<file path="config.mk">
export PLATFORM = sky130hd
export DESIGN_NAME = if_fetch_unit_flat
export DESIGN_NICKNAME = d
export VERILOG_FILES = /design/src/rtl/if_fetch_unit_pkg.sv /design/src/rtl/if_fetch_unit_if.sv /design/src/rtl/if_fetch_unit_skid_buf.sv /design/src/rtl/if_fetch_unit.sv /design/src/flat_wrapper.sv
export SDC_FILE = /design/constraint.sdc
export NUM_CORES = 1
export LEC_CHECK = 0
export CAP_MARGIN = 20
export CORE_MARGIN = 4
export CORE_UTILIZATION = 57
export DETAILED_ROUTE_END_ITERATION = 10
export DONT_BUFFER_PORTS = 1
export HOLD_SLACK_MARGIN = 0.03
export PLACE_DENSITY = 0.86
export SLEW_MARGIN = 40
export SYNTH_ARGS = -nofsm -noshare
export SYNTH_HDL_FRONTEND = slang
export SYNTH_SLANG_ARGS = --single-unit
</file>
<file path="constraint.sdc">
create_clock -name clk -period 2.1 [get_ports clk]
set_input_delay 0.42 -clock clk [delete_from_list [all_inputs] [get_ports clk]]
set_output_delay 0.42 -clock clk [all_outputs]
set_load 0.02 [all_outputs]
</file>
<file path="src/rtl/if_fetch_unit_pkg.sv">
// Shared fetch-stage types: FSM encoding, bubble instruction, stall-vector bit positions.
package if_fetch_unit_pkg;

  typedef enum logic [1:0] {
    S_IDLE  = 2'd0,
    S_REQ   = 2'd1,
    S_WAIT  = 2'd2,
    S_DRAIN = 2'd3
  } fetch_state_e;

  localparam logic [31:0] NOP_INST = 32'h0000_0013;

  // Bit positions in the ctrl stall vector, shared with the ctrl block.
  localparam int STALL_PC = 0;
  localparam int STALL_IF = 1;

  typedef struct packed {
    logic [31:0] inst;
    logic [31:0] pc;
  } fetch_ent_t;

endpackage

</file>
<file path="src/rtl/if_fetch_unit_if.sv">
// Instruction bus: req/gnt address phase, rvalid data phase, one fetch in flight.
interface if_fetch_unit_if;
  logic        ibus_req;
  logic [31:0] ibus_addr;
  logic        ibus_gnt;
  logic        ibus_rvalid;
  logic [31:0] ibus_rdata;

  modport master (
    output ibus_req, ibus_addr,
    input  ibus_gnt, ibus_rvalid, ibus_rdata
  );

  modport slave (
    input  ibus_req, ibus_addr,
    output ibus_gnt, ibus_rvalid, ibus_rdata
  );
endinterface

</file>
<file path="src/rtl/if_fetch_unit_skid_buf.sv">
// 1-entry {inst,pc} holding register for a response that arrives while IF/ID is stalled.
// Clear beats load beats unload; contents visible the cycle after load.
module if_skid_buf
  import if_fetch_unit_pkg::*;
(
  input  logic       clk,
  input  logic       rst_n,
  input  logic       clear,
  input  logic       load,
  input  logic       unload,
  input  fetch_ent_t in_ent,
  output logic       vld,
  output fetch_ent_t out_ent
);

  logic       vld_q, vld_d;
  fetch_ent_t ent_q, ent_d;

  always_comb begin
    vld_d = vld_q;
    ent_d = ent_q;
    if (clear) begin
      vld_d = 1'b0;
    end else if (load) begin
      vld_d = 1'b1;
      ent_d = in_ent;
    end else if (unload) begin
      vld_d = 1'b0;
    end
  end

  always_ff @(posedge clk) begin
    if (!rst_n) begin
      vld_q <= 1'b0;
      ent_q <= '0;
    end else begin
      vld_q <= vld_d;
      ent_q <= ent_d;
    end
  end

  assign vld     = vld_q;
  assign out_ent = ent_q;

endmodule

</file>
<file path="src/rtl/if_fetch_unit.sv">
// Instruction fetch: owns the PC, keeps one ibus fetch in flight, feeds the IF/ID registers.
// req->id_valid is 2 cycles; stall[1] freezes IF/ID and parks a late response in the skid buffer.
module if_fetch_unit #(
  parameter logic [31:0] RESET_PC = 32'h0000_0000,
  parameter logic [31:0] NOP_INST = if_fetch_unit_pkg::NOP_INST
) (
  input  logic                  clk,
  input  logic                  rst_n,
  input  logic                  ctrl_jump_flag,
  input  logic [31:0]           ctrl_jump_addr,
  input  logic [5:0]            stall,
  if_fetch_unit_if.master       ibus,
  output logic                  id_valid,
  output logic [31:0]           id_inst,
  output logic [31:0]           id_pc
);
  import if_fetch_unit_pkg::*;

  fetch_state_e state_q, state_d;
  logic [31:0]  pc_q, pc_d;
  logic [31:0]  cap_pc_q, cap_pc_d;
  logic         id_valid_q, id_valid_d;
  logic [31:0]  id_inst_q, id_inst_d;
  logic [31:0]  id_pc_q, id_pc_d;

  logic       jump;
  logic       rsp;
  logic       buf_vld;
  logic       buf_load;
  logic       buf_unload;
  logic       buf_vld_nxt;
  fetch_ent_t buf_ent;
  fetch_ent_t rsp_ent;
  logic       unused_stall;

  assign jump         = ctrl_jump_flag;
  // Only a response to a live fetch counts; drained data never reaches the pipe.
  assign rsp          = (state_q == S_WAIT) && ibus.ibus_rvalid;
  assign rsp_ent      = '{inst: ibus.ibus_rdata, pc: cap_pc_q};
  assign buf_load     = rsp && stall[STALL_IF];
  assign buf_unload   = buf_vld && !stall[STALL_IF];
  assign buf_vld_nxt  = buf_load || (buf_vld && !buf_unload);
  assign unused_stall = ^stall[5:2];

  if_skid_buf u_skid_buf (
    .clk     (clk),
    .rst_n   (rst_n),
    .clear   (jump),
    .load    (buf_load),
    .unload  (buf_unload),
    .in_ent  (rsp_ent),
    .vld     (buf_vld),
    .out_ent (buf_ent)
  );

  always_comb begin
    state_d    = state_q;
    pc_d       = pc_q;
    cap_pc_d   = cap_pc_q;
    id_valid_d = id_valid_q;
    id_inst_d  = id_inst_q;
    id_pc_d    = id_pc_q;

    if (jump) begin
      id_valid_d = 1'b0;
      id_inst_d  = NOP_INST;
    end else if (!stall[STALL_IF]) begin
      if (buf_vld) begin
        id_valid_d = 1'b1;
        id_inst_d  = buf_ent.inst;
        id_pc_d    = buf_ent.pc;
      end else if (rsp) begin
        id_valid_d = 1'b1;
        id_inst_d  = rsp_ent.inst;
        id_pc_d    = rsp_ent.pc;
      end else begin
        id_valid_d = 1'b0;
        id_inst_d  = NOP_INST;
      end
    end

    case (state_q)
      S_IDLE: begin
        if (jump || (!stall[STALL_PC] && !buf_vld)) state_d = S_REQ;
      end
      S_REQ: begin
        if (ibus.ibus_gnt) begin
          if (jump) begin
            state_d = S_DRAIN;
          end else begin
            pc_d     = pc_q + 32'd4;
            cap_pc_d = pc_q;
            state_d  = S_WAIT;
          end
        end
      end
      S_WAIT: begin
        if (jump) begin
          state_d = ibus.ibus_rvalid ? S_REQ : S_DRAIN;
        end else if (ibus.ibus_rvalid) begin
          state_d = (!stall[STALL_PC] && !buf_vld_nxt) ? S_REQ : S_IDLE;
        end
      end
      S_DRAIN: begin
        // The stale response must be swallowed even if another redirect lands meanwhile.
        if (ibus.ibus_rvalid) state_d = S_REQ;
      end
      default: state_d = S_IDLE;
    endcase

    if (jump) pc_d = ctrl_jump_addr;
  end

  always_ff @(posedge clk) begin
    if (!rst_n) begin
      state_q    <= S_IDLE;
      pc_q       <= RESET_PC;
      cap_pc_q   <= 32'h0;
      id_valid_q <= 1'b0;
      id_inst_q  <= NOP_INST;
      id_pc_q    <= 32'h0;
    end else begin
      state_q    <= state_d;
      pc_q       <= pc_d;
      cap_pc_q   <= cap_pc_d;
      id_valid_q <= id_valid_d;
      id_inst_q  <= id_inst_d;
      id_pc_q    <= id_pc_d;
    end
  end

  assign ibus.ibus_req  = (state_q == S_REQ);
  assign ibus.ibus_addr = pc_q;
  assign id_valid       = id_valid_q;
  assign id_inst        = id_inst_q;
  assign id_pc          = id_pc_q;

endmodule
</file>
<file path="src/flat_wrapper.sv">
// flat-port wrapper written by rule: the top's interface ports become plain ports
module if_fetch_unit_flat import if_fetch_unit_pkg::*;
#(
  parameter logic [31:0] RESET_PC = 32'h0000_0000,
  parameter logic [31:0] NOP_INST = if_fetch_unit_pkg::NOP_INST
)
  (clk, rst_n, ctrl_jump_flag, ctrl_jump_addr, stall, id_valid, id_inst, id_pc, ibus_ibus_req, ibus_ibus_addr, ibus_ibus_gnt, ibus_ibus_rvalid, ibus_ibus_rdata);
  if_fetch_unit_if ibus_i ();
  input  logic clk;
  input  logic rst_n;
  input  logic ctrl_jump_flag;
  input  logic [31:0] ctrl_jump_addr;
  input  logic [5:0] stall;
  output logic id_valid;
  output logic [31:0] id_inst;
  output logic [31:0] id_pc;
  output wire logic [$bits(ibus_i.ibus_req)-1:0] ibus_ibus_req;
  output wire logic [$bits(ibus_i.ibus_addr)-1:0] ibus_ibus_addr;
  input wire logic [$bits(ibus_i.ibus_gnt)-1:0] ibus_ibus_gnt;
  input wire logic [$bits(ibus_i.ibus_rvalid)-1:0] ibus_ibus_rvalid;
  input wire logic [$bits(ibus_i.ibus_rdata)-1:0] ibus_ibus_rdata;
  assign ibus_ibus_req = ibus_i.ibus_req;
  assign ibus_ibus_addr = ibus_i.ibus_addr;
  assign ibus_i.ibus_gnt = ibus_ibus_gnt;
  assign ibus_i.ibus_rvalid = ibus_ibus_rvalid;
  assign ibus_i.ibus_rdata = ibus_ibus_rdata;
  if_fetch_unit #(.RESET_PC(RESET_PC), .NOP_INST(NOP_INST)) u_core (.clk(clk), .rst_n(rst_n), .ctrl_jump_flag(ctrl_jump_flag), .ctrl_jump_addr(ctrl_jump_addr), .stall(stall), .ibus(ibus_i), .id_valid(id_valid), .id_inst(id_inst), .id_pc(id_pc));
endmodule
</file>
==> impl_metrics.env, run 1 <==
export IMPL_cts_tree="yes"
export IMPL_p_sw_share_pct=25.0
export IMPL_cts_clk_slew_worst_paths_ps=70
export IMPL_viasPerCell=6.13
export IMPL_ys_types=51
export IMPL_synth_top_family_by_area="simple AND/OR/NAND/NOR gates"
export IMPL_critical_path_required_ps=2470
export IMPL_fmax_ghz=0.496
export IMPL_core_area_mm2=0.0140
export IMPL_maxCapViolations=0
export IMPL_syn_area_mm2=0.00818
export IMPL_seqPwrFrac_pct=49.3
export IMPL_dr_first_iter_drc_count=629
export IMPL_finalWorstSetupSlack_ps=83.6
export IMPL_synth_main_ff_cell="dfxtp_1"
export IMPL_p_int_mw=5.94
export IMPL_synthAdderAreaFrac_pct=0.764
export IMPL_clock_sinks=196
export IMPL_synth_compound_area_share_pct=18.2
export IMPL_ioPinCount=173
export IMPL_clk_path_buf_depth=2
export IMPL_yosysWarnings=0
export IMPL_cts_inserted_buffers=17
export IMPL_wl_per_cell_um=18.4
export IMPL_status="finished, final reports clean"
export IMPL_fin_tns_setup_ps=0
export IMPL_drc=0
export IMPL_htreeDepth=4
export IMPL_post_route_util_pct=65.7
export IMPL_hold_ws_ps=98.3
export IMPL_grt_max_degree=65
export IMPL_leakage_nw=2.90
export IMPL_dr_pass1_iters=5
export IMPL_die_width_um=128
export IMPL_fillerInstances=1133
export IMPL_grt_pass1_vias=6660
export IMPL_row_count=43
export IMPL_syn_inst=966
export IMPL_dp_slack_ps=106
export IMPL_grt_pass1_wl_um=33900
export IMPL_port_buffers=0
export IMPL_final_cells=1149
export IMPL_rsz0062_at_grt="no"
export IMPL_drv_slew=0
export IMPL_power_density_mw_per_mm2=862
export IMPL_worst_setup_path_type="flip-flop to flip-flop"
export IMPL_place_congestion=0.887
export IMPL_cts_root_buffer="clkbuf_16"
export IMPL_finalCriticalPeriod_ps=2020
export IMPL_async_reset_ff_share_pct=0
export IMPL_area_delta_synth_final_pct=12.2
export IMPL_routed_via_count=7043
export IMPL_grt_antenna_before_repair=0
export IMPL_die_area_mm2=0.0163
export IMPL_post_cts_resized=0
export IMPL_synth_enable_flop_cells=0
export IMPL_routed_wl_um=21200
export IMPL_post_cts_buffers=0
export IMPL_critical_path_endpoint_type="flip-flop"
export IMPL_syn_area_per_cell_um2=8.47
export IMPL_die_h_um=128
export IMPL_n_antenna_cell=0
export IMPL_critPathMaxFanout=10
export IMPL_fin_worst_skew_ps=7.81
export IMPL_start_util_pct=58.5
export IMPL_syn_num_nets=1046
export IMPL_grt_usage_pct=25.6
export IMPL_synth_seq_area_share_pct=47.9
export IMPL_dp_hpwl_um=14100
export IMPL_setup_violations=0
export IMPL_timing_final_crit_share_pct=96.0
export IMPL_worstMarginPinSlew_ps=668
export IMPL_p_sw_mw=1.98
export IMPL_ant_nets=0
export IMPL_hold_path_class="input pin to flip-flop"
export IMPL_finalHoldViolCount=0
export IMPL_hold_buffers=0
export IMPL_dp_cells=1117
export IMPL_p_clk_share_pct=42.3
export IMPL_insertion_delay_ps=430
export IMPL_grt_overflow=0
export IMPL_yosys_area_share_simple_pct=19.5
export IMPL_peakVddDrop_mv=0.424
export IMPL_p_comb_share_pct=8.4
export IMPL_arrival_ps=2380
export IMPL_synth_seq_cells=196
export IMPL_synthXorXnorAreaFrac_pct=1.07
export IMPL_muxShareOfSynthArea_pct=8.12
export IMPL_max_slew_margin_pct=55.1
export IMPL_fin_nets=1036
export IMPL_final_layout_size_suffix_gt1_share_pct=10.6
export IMPL_start_kind="flip-flop"
-- state kept, by name, indices dropped and copies added (netlist names) --
name,cells
u_core.u_skid_buf.out_ent,64
u_core.cap_pc_q,32
u_core.id_inst,32
u_core.id_pc,32
u_core.u_skid_buf.vld,1
u_core.id_valid,1
u_core.ibus.ibus_addr,32
u_core.state_q,2
-- through the flow --
stage | cell area (um^2) | total power [mW]
finish | 9190 | 7.92
global route | 9190 | 8.20
CTS | 9190 | 7.95
detailed placement | 8580 | 4.65
global placement | 8580 | 4.62
floorplan | 8220 | 4.46
-- worst paths after layout --
kind,start,end,slack (ps),cells past startpoint
min,rst_n,u_core.state_q[1],100,1
max,u_core.state_q[1],u_core.ibus.ibus_addr[22],80,6
min reg2reg,u_core.u_skid_buf.out_ent[39],u_core.u_skid_buf.out_ent[39],450,2
max reg2reg,u_core.state_q[1],u_core.ibus.ibus_addr[22],80,6
-- critical path, stage by stage (launching register included) --
cell	delay, ps
dfxtp_2	340
inv_2	80
ha_4	170
nand3_4	80
or4_1	580
or4_1	530
a31oi_1	170
-- logic make-up (layout without fill, tap and decap cells) --
logic type	count (synthesis)	after routing
mux	66	66
xor+xnor	10	10
simple gates	361	361
compound gates	240	240
buf+inv	88	91
fa+ha+maj	5	5
flops	196	196
-- placed cells by master (no fill, tap or decap), types with 3 or more instances in the layout --
cell	Yosys	routed
a211oi_1	38	38
a21oi_1	109	109
a2bb2oi_1	28	28
a31oi_1	13	13
and3_1	3	3
and4_1	3	3
buf_12	0	7
buf_4	2	40
bufinv_16	0	3
clkbuf_16	0	17
clkinv_4	0	3
dfxtp_1	196	193
ha_1	5	4
inv_1	12	10
mux2_2	3	3
mux2i_1	63	63
nand2_1	208	208
nand3_1	13	13
nand4_1	8	8
nor2_1	73	72
nor3_1	7	5
nor4_1	8	8
o21ai_0	27	27
o22ai_1	4	4
o31ai_1	9	9
or2_2	3	3
or3_1	6	5
or3_2	3	4
or4_1	15	14
xnor2_1	6	6
xor2_1	4	4
-- power groups by stage --
| stage | Combinational [mW] | Clock [mW] | Sequential (mW) |
|---|---|---|---|
| 2_1_floorplan | 0.427 | 0 | 4.04 |
| 3_3_place_gp | 0.640 | 0 | 3.98 |
| 3_5_place_dp | 0.657 | 0 | 3.99 |
| 4_1_cts | 0.661 | 3.39 | 3.90 |
| 5_1_grt | 0.731 | 3.56 | 3.91 |
| 6_report | 0.665 | 3.35 | 3.90 |
-- per-layer routing --
metal | global-route usage [%] | vias up | part of all wire, %
li1 | - | 3383 | -
met1 | 34.4 | 3326 | 42
met2 | 39.9 | 294 | 46
met3 | 6.67 | 40 | 8.7
met4 | 9.55 | 0 | 2.3
met5 | 0 | - | 0
-- layout make-up --
cell class / instances / area, um^2 / share of cell area, %
clock inverter: 14 / 176 / 1.92
sequential: 196 / 3930 / 42.8
multi-input combinational: 682 / 3940 / 42.9
clock buffer: 18 / 429 / 4.67
timing repair buffer: 47 / 440 / 4.79
inverter: 12 / 47.5 / 0.518
tap: 180 / 225 / 2.45
-- Yosys cell counts, types with 5 or more instances --
| master | instances | area, um^2 |
|---|---|---|
| mux2i_1 | 63 | 631 |
| clkbuf_1 | 62 | 233 |
| a211oi_1 | 38 | 285 |
| or4_1 | 15 | 113 |
| nor3_1 | 7 | 35.0 |
| inv_1 | 12 | 45.0 |
| a21oi_1 | 109 | 546 |
| nor2_1 | 73 | 274 |
| dfxtp_1 | 196 | 3920 |
| a2bb2oi_1 | 28 | 245 |
| nand2_1 | 208 | 781 |
| buf_1 | 5 | 18.8 |
| o31ai_1 | 9 | 67.6 |
| xnor2_1 | 6 | 52.6 |
| nor4_1 | 8 | 50.1 |
| or3_1 | 6 | 37.5 |
| a31oi_1 | 13 | 81.3 |
| nand3_1 | 13 | 65.1 |
| ha_1 | 5 | 62.6 |
| nand4_1 | 8 | 50.1 |
| o21ai_0 | 27 | 135 |
Power figures use the tool's default switching activity.
==> run 2: changes to the inputs <==
GPL_TIMING_DRIVEN = 1   (was unset)
MAX_ROUTING_LAYER = met4   (was unset)
==> run 2 against run 1 <==
  * Register-to-register slack hardly changed
  * Sequential power hardly changed
  * Fmax is 0.13% higher
  * First-iteration DRC count is 6.8% higher
  * Via count is 0.48% lower
  * Power hardly changed
  * Combinational power hardly changed
  * Clock skew is 1.7 ps lower
  * Routed wire length is 0.13% lower
  * Non-clock buffer count stayed put
  * Critical path type unchanged
  * Critical endpoint unchanged
==> impl_metrics.env, run 2 (synthesized netlist as in run 1, its figures left out) <==
export IMPL_status="finished, final reports clean"
export IMPL_cts_inserted_buffers=17
export IMPL_post_cts_buffers=0
export IMPL_path_cells="inv_2 -> ha_4 -> nand3_4 -> or4_1 -> or4_1 -> a31oi_1"
export IMPL_cts_root_buffer="clkbuf_16"
export IMPL_fin_nets=1036
export IMPL_cp_common_cell="or4_1"
export IMPL_peakVddDrop_mv=0.428
export IMPL_max_slew_margin_pct=54.1
export IMPL_wl_per_cell_um=18.4
export IMPL_die_area_mm2=0.0163
export IMPL_post_route_util_pct=65.7
export IMPL_hold_buffers=0
export IMPL_hold_path_class="input pin to flip-flop"
export IMPL_die_h_um=128
export IMPL_rsz0062_at_grt="no"
export IMPL_grt_antenna_before_repair=0
export IMPL_start_kind="flip-flop"
export IMPL_row_count=43
export IMPL_critical_path_endpoint_type="flip-flop"
export IMPL_setup_violations=0
export IMPL_power_density_mw_per_mm2=862
export IMPL_post_cts_resized=0
export IMPL_grt_usage_pct=26.3
export IMPL_grt_pass1_vias=6657
export IMPL_cpLargestDelayFamily="simple AND/OR/NAND/NOR gates"
export IMPL_crit_buf_inv=1
export IMPL_worst_setup_path_type="flip-flop to flip-flop"
export IMPL_fmax_ghz=0.497
export IMPL_n_antenna_cell=0
export IMPL_finalCriticalPeriod_ps=2010
export IMPL_drv_slew=0
export IMPL_start_util_pct=58.5
export IMPL_worstMarginPinSlew_ps=682
export IMPL_place_congestion=0.902
export IMPL_finalHoldViolCount=0
export IMPL_cts_tree="yes"
export IMPL_viasPerCell=6.10
export IMPL_critPathMaxStageDelay_ps=580
export IMPL_arrival_ps=2380
export IMPL_ioPinCount=173
export IMPL_layout_commonest_cell="nand2_1"
export IMPL_ant_nets=0
export IMPL_grt_overflow=0
export IMPL_insertion_delay_ps=430
export IMPL_critical_path_required_ps=2470
export IMPL_crit_slowest_cell="or4_1"
export IMPL_dp_hpwl_um=14100
export IMPL_die_width_um=128
export IMPL_largest_reg_flops=64
export IMPL_dr_first_iter_drc_count=672
export IMPL_finalWorstSetupSlack_ps=86.2
export IMPL_timing_final_crit_share_pct=95.9
export IMPL_layout_common_cells="nand2_1 (208), dfxtp_1 (193), a21oi_1 (109)"
export IMPL_htreeDepth=4
export IMPL_grt_pass1_wl_um=33800
export IMPL_final_layout_size_suffix_gt1_share_pct=10.6
export IMPL_fillerInstances=1133
export IMPL_routed_via_count=7009
export IMPL_port_buffers=0
export IMPL_grt_max_degree=65
export IMPL_fin_tns_setup_ps=0
export IMPL_area_delta_synth_final_pct=12.2
export IMPL_leakage_nw=2.90
export IMPL_core_area_mm2=0.0140
export IMPL_fin_worst_skew_ps=6.15
export IMPL_clk_path_buf_depth=2
export IMPL_dr_pass1_iters=5
export IMPL_maxCapViolations=0
export IMPL_dp_slack_ps=106
export IMPL_drc=0
export IMPL_cts_clk_slew_worst_paths_ps=70
export IMPL_finalPower_mw=7.92
export IMPL_clock_sinks=196
export IMPL_routed_wl_um=21100
export IMPL_critPathMaxFanout=10
-- run 2: cell counts in the layout (fill, tap and decap cells not counted) --
No cell type changed its count.
-- run 2: final timing paths --
check,end,from,depth (start not counted),slack (ps)
min reg2reg,u_core.u_skid_buf.out_ent[8],u_core.u_skid_buf.out_ent[8],2,450
max,u_core.ibus.ibus_addr[22],u_core.state_q[1],6,90
min,u_core.state_q[1],rst_n,1,100
max reg2reg,u_core.ibus.ibus_addr[22],u_core.state_q[1],6,90
-- run 2: layout make-up --
| cell class | count | area (um^2) | area share [%] |
|---|---|---|---|
| clock buffer | 18 | 429 | 4.67 |
| clock inverter | 14 | 176 | 1.92 |
| inverter | 12 | 47.5 | 0.518 |
| multi-input combinational | 682 | 3940 | 42.9 |
| sequential | 196 | 3930 | 42.8 |
| tap | 180 | 225 | 2.45 |
| timing repair buffer | 47 | 440 | 4.79 |
-- run 2: metal layers --
| layer | wire (um) | vias to the layer above | global-route usage [%] |
|---|---|---|---|
| met4 | 473 | 0 | 9.55 |
| met5 | 0 | - | - |
| li1 | - | 3379 | - |
| met2 | 9820 | 279 | 39.9 |
| met3 | 1730 | 37 | 6.17 |
| met1 | 9100 | 3314 | 34.5 |
-- run 2: through the flow --
stage	cells	hold slack [ps]	area, um^2
final	1149	100	9190
after global routing	1149	91.0	9190
after CTS	1149	87.3	9190
after detailed placement	1117	446	8580
after global placement	1117	438	8580
after floorplan	966	433	8220
-- run 2: power breakdown --
group          internal [mW]  leakage [nW]  switching [mW]  total [mW]
Clock                   1.89         0.293            1.46        3.35
Combinational          0.247          1.02           0.419       0.667
Sequential              3.80          1.59           0.100        3.90
Total                   5.94          2.90            1.98        7.92
